==> src/rtl/tape_dma_loader.sv <==
// tape_dma_loader: traps ROM LOAD, spins the CPU on a patch
// and copies the tape image into RAM before releasing it.
module tape_dma_loader #(
   parameter int TAPE_AW = 14,
   parameter int RAM_AW  = 16
) (
   input  logic               clk_sys,
   input  logic               reset_n,
   input  logic [15:0]        cpu_addr,
   input  logic               cpu_m1_n,
   input  logic [15:0]        trap_addr,
   input  logic [15:0]        trap_end,
   input  logic [15:0]        return_addr,
   input  logic [RAM_AW-1:0]  load_base,
   input  logic [TAPE_AW:0]   tape_len,
   input  logic               tape_ready,
   output logic [TAPE_AW-1:0] tape_rd_addr,
   input  logic [7:0]         tape_rd_data,
   output logic [RAM_AW-1:0]  ram_wr_addr,
   output logic [7:0]         ram_wr_data,
   output logic               ram_we,
   input  logic               ram_ack,
   output logic               patch_sel,
   output logic [7:0]         patch_data,
   output logic               busy,
   output logic               done,
   output logic               aborted
);

   typedef enum logic [2:0] {
      S_IDLE,
      S_FETCH,
      S_WAIT,
      S_WRITE,
      S_DONE
   } state_t;

   state_t state, state_n;

   logic [TAPE_AW:0]   cnt, cnt_n, cnt_inc;
   logic [TAPE_AW-1:0] rd_addr_n;
   logic [RAM_AW-1:0]  wr_addr_n;
   logic [7:0]         wr_data_n;
   logic               we_n, done_n, aborted_n;
   logic               abort_pend, pend_n;
   logic               m1_q, m1_edge, in_win, leave, hit;
   logic [15:0]        k;

   assign m1_edge = m1_q & ~cpu_m1_n;
   assign in_win  = (cpu_addr >= trap_addr) && (cpu_addr < trap_end);
   assign leave   = m1_edge & ~in_win;
   assign hit     = m1_edge && (cpu_addr == trap_addr);
   assign cnt_inc = cnt + 1'b1;
   assign busy    = (state != S_IDLE);

   // k wraps to a large value below trap_addr, so one compare suffices
   assign k         = cpu_addr - trap_addr;
   assign patch_sel = busy && (k < 16'd7);

   always_comb begin
      patch_data = 8'h00;
      if (patch_sel) begin
         case (k[2:0])
            3'd0:    patch_data = 8'hAF;
            3'd1:    patch_data = (state == S_DONE) ? 8'h37 : 8'h00;
            3'd2:    patch_data = 8'h30;
            3'd3:    patch_data = 8'hFD;
            3'd4:    patch_data = 8'hC3;
            3'd5:    patch_data = return_addr[7:0];
            3'd6:    patch_data = return_addr[15:8];
            default: patch_data = 8'h00;
         endcase
      end
   end

   always_comb begin
      state_n   = state;
      cnt_n     = cnt;
      rd_addr_n = tape_rd_addr;
      wr_addr_n = ram_wr_addr;
      wr_data_n = ram_wr_data;
      we_n      = ram_we;
      pend_n    = abort_pend;
      done_n    = 1'b0;
      aborted_n = 1'b0;
      unique case (state)
         S_IDLE: begin
            pend_n = 1'b0;
            if (hit && tape_ready) begin
               cnt_n = '0;
               if (tape_len == '0) begin
                  state_n = S_DONE;
               end else begin
                  rd_addr_n = '0;
                  state_n   = S_FETCH;
               end
            end
         end
         S_FETCH: begin
            if (leave) begin
               state_n   = S_IDLE;
               aborted_n = 1'b1;
            end else begin
               state_n = S_WAIT;
            end
         end
         S_WAIT: begin
            if (leave) begin
               state_n   = S_IDLE;
               aborted_n = 1'b1;
            end else begin
               wr_data_n = tape_rd_data;
               wr_addr_n = load_base + RAM_AW'(cnt);
               we_n      = 1'b1;
               state_n   = S_WRITE;
            end
         end
         S_WRITE: begin
            if (leave) pend_n = 1'b1;
            // an in-flight write always completes before any exit
            if (ram_ack) begin
               we_n  = 1'b0;
               cnt_n = cnt_inc;
               if (abort_pend || leave) begin
                  pend_n    = 1'b0;
                  aborted_n = 1'b1;
                  state_n   = S_IDLE;
               end else if (cnt_inc == tape_len) begin
                  state_n = S_DONE;
               end else begin
                  rd_addr_n = cnt_inc[TAPE_AW-1:0];
                  state_n   = S_FETCH;
               end
            end
         end
         S_DONE: begin
            if (leave) begin
               done_n  = 1'b1;
               state_n = S_IDLE;
            end
         end
         default: state_n = S_IDLE;
      endcase
   end

   always_ff @(posedge clk_sys) begin
      if (!reset_n) begin
         state        <= S_IDLE;
         cnt          <= '0;
         tape_rd_addr <= '0;
         ram_wr_addr  <= '0;
         ram_wr_data  <= '0;
         ram_we       <= 1'b0;
         done         <= 1'b0;
         aborted      <= 1'b0;
         abort_pend   <= 1'b0;
         m1_q         <= 1'b1;
      end else begin
         state        <= state_n;
         cnt          <= cnt_n;
         tape_rd_addr <= rd_addr_n;
         ram_wr_addr  <= wr_addr_n;
         ram_wr_data  <= wr_data_n;
         ram_we       <= we_n;
         done         <= done_n;
         aborted      <= aborted_n;
         abort_pend   <= pend_n;
         m1_q         <= cpu_m1_n;
      end
   end

endmodule

==> config.mk <==
export PLATFORM = sky130hd
export DESIGN_NAME = tape_dma_loader
export DESIGN_NICKNAME = d
export VERILOG_FILES = /design/src/rtl/tape_dma_loader.sv
export SDC_FILE = /design/constraint.sdc
export NUM_CORES = 1
export LEC_CHECK = 0
export CAP_MARGIN = 20
export CORE_ASPECT_RATIO = 0.9
export CORE_MARGIN = 2
export CORE_UTILIZATION = 45
export CTS_BUF_LIST = sky130_fd_sc_hd__clkbuf_4 sky130_fd_sc_hd__clkbuf_8
export DETAILED_ROUTE_END_ITERATION = 12
export PLACE_DENSITY = 0.88
export SYNTH_ARGS = -nofsm -noshare
export SYNTH_HDL_FRONTEND = slang
export SYNTH_SLANG_ARGS = --single-unit
export TNS_END_PERCENT = 30
==> constraint.sdc <==
create_clock -name clk_sys -period 4 [get_ports clk_sys]
set_clock_uncertainty 0.05 [all_clocks]
set_input_delay 0.8 -clock clk_sys [delete_from_list [all_inputs] [get_ports clk_sys]]
set_output_delay 0.8 -clock clk_sys [all_outputs]
set_load 0.05 [all_outputs]
[Yosys cells after proc, flatten, opt, wreduce, memory -nomap -nowiden]
Cells that the tools add are included.
Operators by class
  add/subtract/negate cells: 3
  magnitude comparators: 3
  equality and inequality tests: 19
  muxes and demuxes: 32
  bitwise operators: 5
  reductions and logical operators: 18
Operator list (count)
  $mux W14: 5
  $pmux W8 S7: 1
  $mux W15: 2
  $pmux W15 S2: 1
  $pmux W14 S2: 1
  $mux W3: 6
  $add A16 B15 Y16: 1
  $eq A16 B16 Y1: 1
  $ge A16 B16 Y1: 1
  $lt A16 B16 Y1: 1
  $lt A16 B3 Y1 const B: 1
  $sub A16 B16 Y16: 1
  $add A15 B1 Y15 const B: 1
  $eq A15 B15 Y1: 1
  $logic_not A15 Y1: 1
  $pmux W3 S5: 1
  $ne A2 B2 Y1 const B: 7
  $eq A3 B2 Y1 const B: 4
  $eq A3 B3 Y1 const B: 4
  $reduce_and A3 Y1: 3
  $mux W1: 8
  $mux W8: 1
  $eq A3 B1 Y1 const B: 2
  $logic_not A3 Y1: 2
  other kinds (12): 23
Word-level totals
  register bits: 61
  input bits: 108

[Depth between registers and ports, before layout]
  depth in word-level cells: 8
  depth in mapped cells: 14
  depth with buffers taken out: 12

[Least setup slack after synthesis]
No wires, ideal clock.
  path type: input to output
  from: input port trap_addr[3]
  to: output port patch_data[0]
  data arrival time: 4576 ps
  required time: 3150 ps
  path slack: -1426 ps
  stages: 10
  path buffers: 0
  cell sequence: inv_1 > ha_1 > a21o_1 > a211oi_1 > o221ai_1 > o31a_1 > and3_1 > nor4_1 > nor4b_2 > nor2b_1
On the way
  longest elaborated chain between the ends: 4
RTL lines
  from (decl): RTL line 11  | input logic [15:0] trap_addr,
  $sub A16 B16 Y16: RTL line 57  | assign k = cpu_addr - trap_addr;
  $lt A16 B3 Y1: RTL line 58  | assign patch_sel = busy && (k < 16'd7);
  $logic_and A1 B1 Y1: RTL line 58
  net patch_sel: RTL line 23  | output logic patch_sel,
  $mux W8: RTL line 62  | if (patch_sel) begin
  to (decl): RTL line 24  | output logic [7:0] patch_data,
The timed path passes the listed nets, and every way through them passes these cells.

[Final worst setup path]
  from: input port cpu_addr[3]
  to: output port patch_data[7]
On the way
  longest elaborated chain between the ends: 4
RTL lines
  from (decl): RTL line 9  | input logic [15:0] cpu_addr,
  $sub A16 B16 Y16: RTL line 57
  $lt A16 B3 Y1: RTL line 58
  $logic_and A1 B1 Y1: RTL line 58
  $mux W8: RTL line 62
Every way passes these cells.

==> summary.md <==
| Metric | Value |
|---|---|
| Clock power share | 32.9% |
| Tightest Pin Transition | between 0.6 and 0.7 ns |
| Grt ovf | 0 |
| Mapped Nets | 856 |
| Synthesized cell area | approximately 5300 µm² |
| Worst-path maximum fanout | 5 |
| Post-synth EDFFs | 0 |
| F_max | 225 MHz |
| Core area | 11400 µm² |
| Leak | 3.29 nW |
| Via count | 6208 |
| Power Density | 217 nW/µm² |
| Sequential cell fraction of total power | around a third |
| Area grow syn2layout | 53.0% |
| Seq/Total Area, Yosys | 23.1% |
| Row cnt | 37 |
| First-pass GRT wire length | 28400 µm |
| Post-synth top flop | dfxtp_1 |
| Port bufs | approximately 160 |
| Placed cells | 1043 |
| H-tree depth | 3 |
| Initial antenna violation count | 0 |
| Vias in the first global route | 5920 |
| Antenna viol nets, final | 0 |
| Worst setup EP type | output pin |
| R2R Setup Slk | 0.70 ns |
| Tmin final | 4.45 ns |
| Pin count of the biggest net entering global routing | 37 |
| Hold crit path type | reg -> reg |
| Ant. Diodes | 0 |
| Gp weighted congestion | 0.929 |
| Sw Pwr | 0.000535 W |
| Net count, final | 1068 |
| Max-cap violation count | 0 |
| Wire per inst | 17.2 µm |
| Yosys warning count | 0 |
| Worst skew pair latency | about 0.36 ns |
| CP arrival | 3.60 ns |
| Fin. max-slew vios | 0 |
| Final WS setup | -0.453 ns |
| Mapped Cells | 699 |
| Critical path class | in -> out |
| Final setup fails | 9 |
| Post-DP Area | between 7000 and 8000 µm² |
| Failing checks | negative setup slack |
| Synthesized flop and latch total | just over 60 |
| Synth async-reset ratio | 0% |
| Clock tree buffer depth | 2 |
| Relative slew margins | 55.3% |
| Netlist cell types | 75 |
| Clock transition at path regs | 0.07 ns |
| Vias per cell | 5.79 |
| Die width | 118 µm |
| GRT Overall Usage | 27.4% |
| CTS Buf Count | 9 |
| CTS root buf | clkbuf_8 |
| Clock sink count | 61 |
| Ports | 159 |
| Pint | between 0.001 and 0.0015 W |
| Detailed Route WL | 18400 µm |
| Tcrit/Tclk final | 111% |
| Layout cell share with drive strength beyond 1 | 19.4% |
| TritonCTS clock tree | yes |
| Average cell area after synthesis | 7.57 µm² |
| Initial Utilization | 46.3% |
| Final Instance Count excl. Fillers | 1072 |
| Combinational power share | 32.5% |
| Worst vdd ir | 0.132 mV |
| Final HPWL DP | around 13000 µm |
| Setup TNS | -3.47 ns |
| Worst hold slack | 0.402 ns |
| Die height | 107 µm |
| Status | finished with violations |
| Router iterations before antenna repair | 6 |
| DRT iter0 DRCs | 627 |
| Switching share of power | roughly 30% |
| Startpoint types | primary input |
| Die ar. | 12600 µm² |
| Post-route DRC | 0 |
| RSZ-0062 raised after global routing | true |
| Worst EP required | around 3.2 ns |
| Post-route cell area | 8100 µm² |
| Hold Vio Cnt, Final | 0 |
| Final core utilization | 70.8% |
==> worst paths after layout <==
kind                                   to                         from  cells after the start
max                         patch_data[7]                  cpu_addr[3]                     12
min           ram_wr_addr[4]$_SDFFE_PN0P_  ram_wr_addr[4]$_SDFFE_PN0P_                      2
max reg2reg  tape_rd_addr[4]$_SDFFE_PN0P_          cnt[6]$_SDFFE_PN0P_                      8
min reg2reg   ram_wr_addr[4]$_SDFFE_PN0P_  ram_wr_addr[4]$_SDFFE_PN0P_                      2
==> through the flow <==
stage	setup WS (ns)	total power (W)
global placement	-0.589	0.00109
floorplan	-0.446	0.000866
detailed placement	-0.746	0.00110
finish	-0.453	0.00175
CTS	-0.222	0.00170
global route	-0.500	0.00182
==> layer usage <==
| metal | wire (µm) | up-vias | track usage (%) |
|---|---|---|---|
| met5 | 0 | - | 0 |
| met4 | 823 | 0 | 7.40 |
| met3 | 1850 | 92 | 7.07 |
| met2 | 8300 | 407 | 46.6 |
| met1 | 7460 | 2791 | 34.5 |
| li1 | - | 2918 | - |
==> timing repair <==
item | in CTS | in global routing
setup endpoints to repair | 9 | 24
setup buffers | 7 | 5
hold buffers | 0 | 0
cloned | 1 | 0
pin swaps | 27 | 19
gates resized for setup | 82 | 30
==> placed cells by master (no fill, tap or decap), types with 9 or more instances in the layout <==
master           synthesis  final
a21o_1                  10     10
a21oi_1                 81     77
a22o_1                  11     11
buf_12                   0     10
buf_4                    4     70
clkbuf_8                 1     10
clkdlybuf4s50_1          0    129
dfxtp_1                 61     61
ha_1                    47     36
ha_4                     0     10
inv_1                   45     36
nand2_1                 82     82
nand3_1                 16     14
nand4_1                  9      9
nor2_1                  60     57
nor3_1                  21     21
nor4_1                  12      9
o21ai_0                 32     26
xnor2_1                 31     31
xor2_1                  15     15
==> logic make-up after synthesis <==
logic type      synth area share [%]
buf+inv                         6.83
compound gates                  23.9
fa+ha+maj                       11.9
flops                           23.1
xor+xnor                        8.46
simple gates                    25.1
mux                            0.757
==> critical path: stages <==
cell      delay, ns
buf_8          0.10
ha_4           0.25
a21o_1         0.18
a211oi_2       0.35
o221ai_2       0.19
o31a_1         0.35
and3_1         0.19
nor4_2         0.30
nor4b_4        0.34
buf_6          0.18
nor2b_4        0.21
buf_12         0.16
==> synth_stat cells, types with 5 or more instances <==
| cell type | count | share of area, % |
|---|---|---|
| nand2_1 | 82 | 5.8 |
| a21oi_1 | 81 | 7.7 |
| dfxtp_1 | 61 | 23 |
| nor2_1 | 60 | 4.3 |
| ha_1 | 47 | 11 |
| inv_1 | 45 | 3.2 |
| o21ai_0 | 32 | 3.0 |
| xnor2_1 | 31 | 5.1 |
| nor3_1 | 21 | 2.0 |
| clkbuf_1 | 19 | 1.3 |
| nand3_1 | 16 | 1.5 |
| xor2_1 | 15 | 2.5 |
| nor4_1 | 12 | 1.4 |
| a22o_1 | 11 | 1.8 |
| a21o_1 | 10 | 1.4 |
| o21a_1 | 10 | 1.4 |
| nand2b_1 | 9 | 1.1 |
| nand4_1 | 9 | 1.1 |
| nor2b_1 | 8 | 0.95 |
| a211oi_1 | 6 | 0.85 |
| nor3b_1 | 5 | 0.71 |
| o211ai_1 | 5 | 0.71 |
| o31ai_1 | 5 | 0.71 |
| or3_1 | 5 | 0.59 |
==> sequential cells by signal, indices dropped and copies added (netlist names) <==
name,flops
abort_pend,1
ram_wr_data,8
tape_rd_addr,14
m1_q,1
ram_wr_addr,16
cnt,15
aborted,1
state,3
done,1
ram_we,1
==> power groups by stage <==
stage	logic [W]	clock network [W]	registers (W)
final	0.000570	0.000577	0.000608
after global routing	0.000608	0.000606	0.000607
after CTS	0.000518	0.000575	0.000608
after detailed placement	0.000482	0	0.000622
after global placement	0.000469	0	0.000622
after floorplan	0.000244	0	0.000622
==> area by class of cell <==
type,instances,area [µm²]
Inverter,47,191
Sequential cell,61,1220
Multi-Input combinational cell,559,4040
Tap cell,156,195
Timing Repair Buffer,233,2250
Fill cell,848,3340
Clock buffer,11,145
Clock inverter,5,58.8
(Power assumes the default switching activity.)
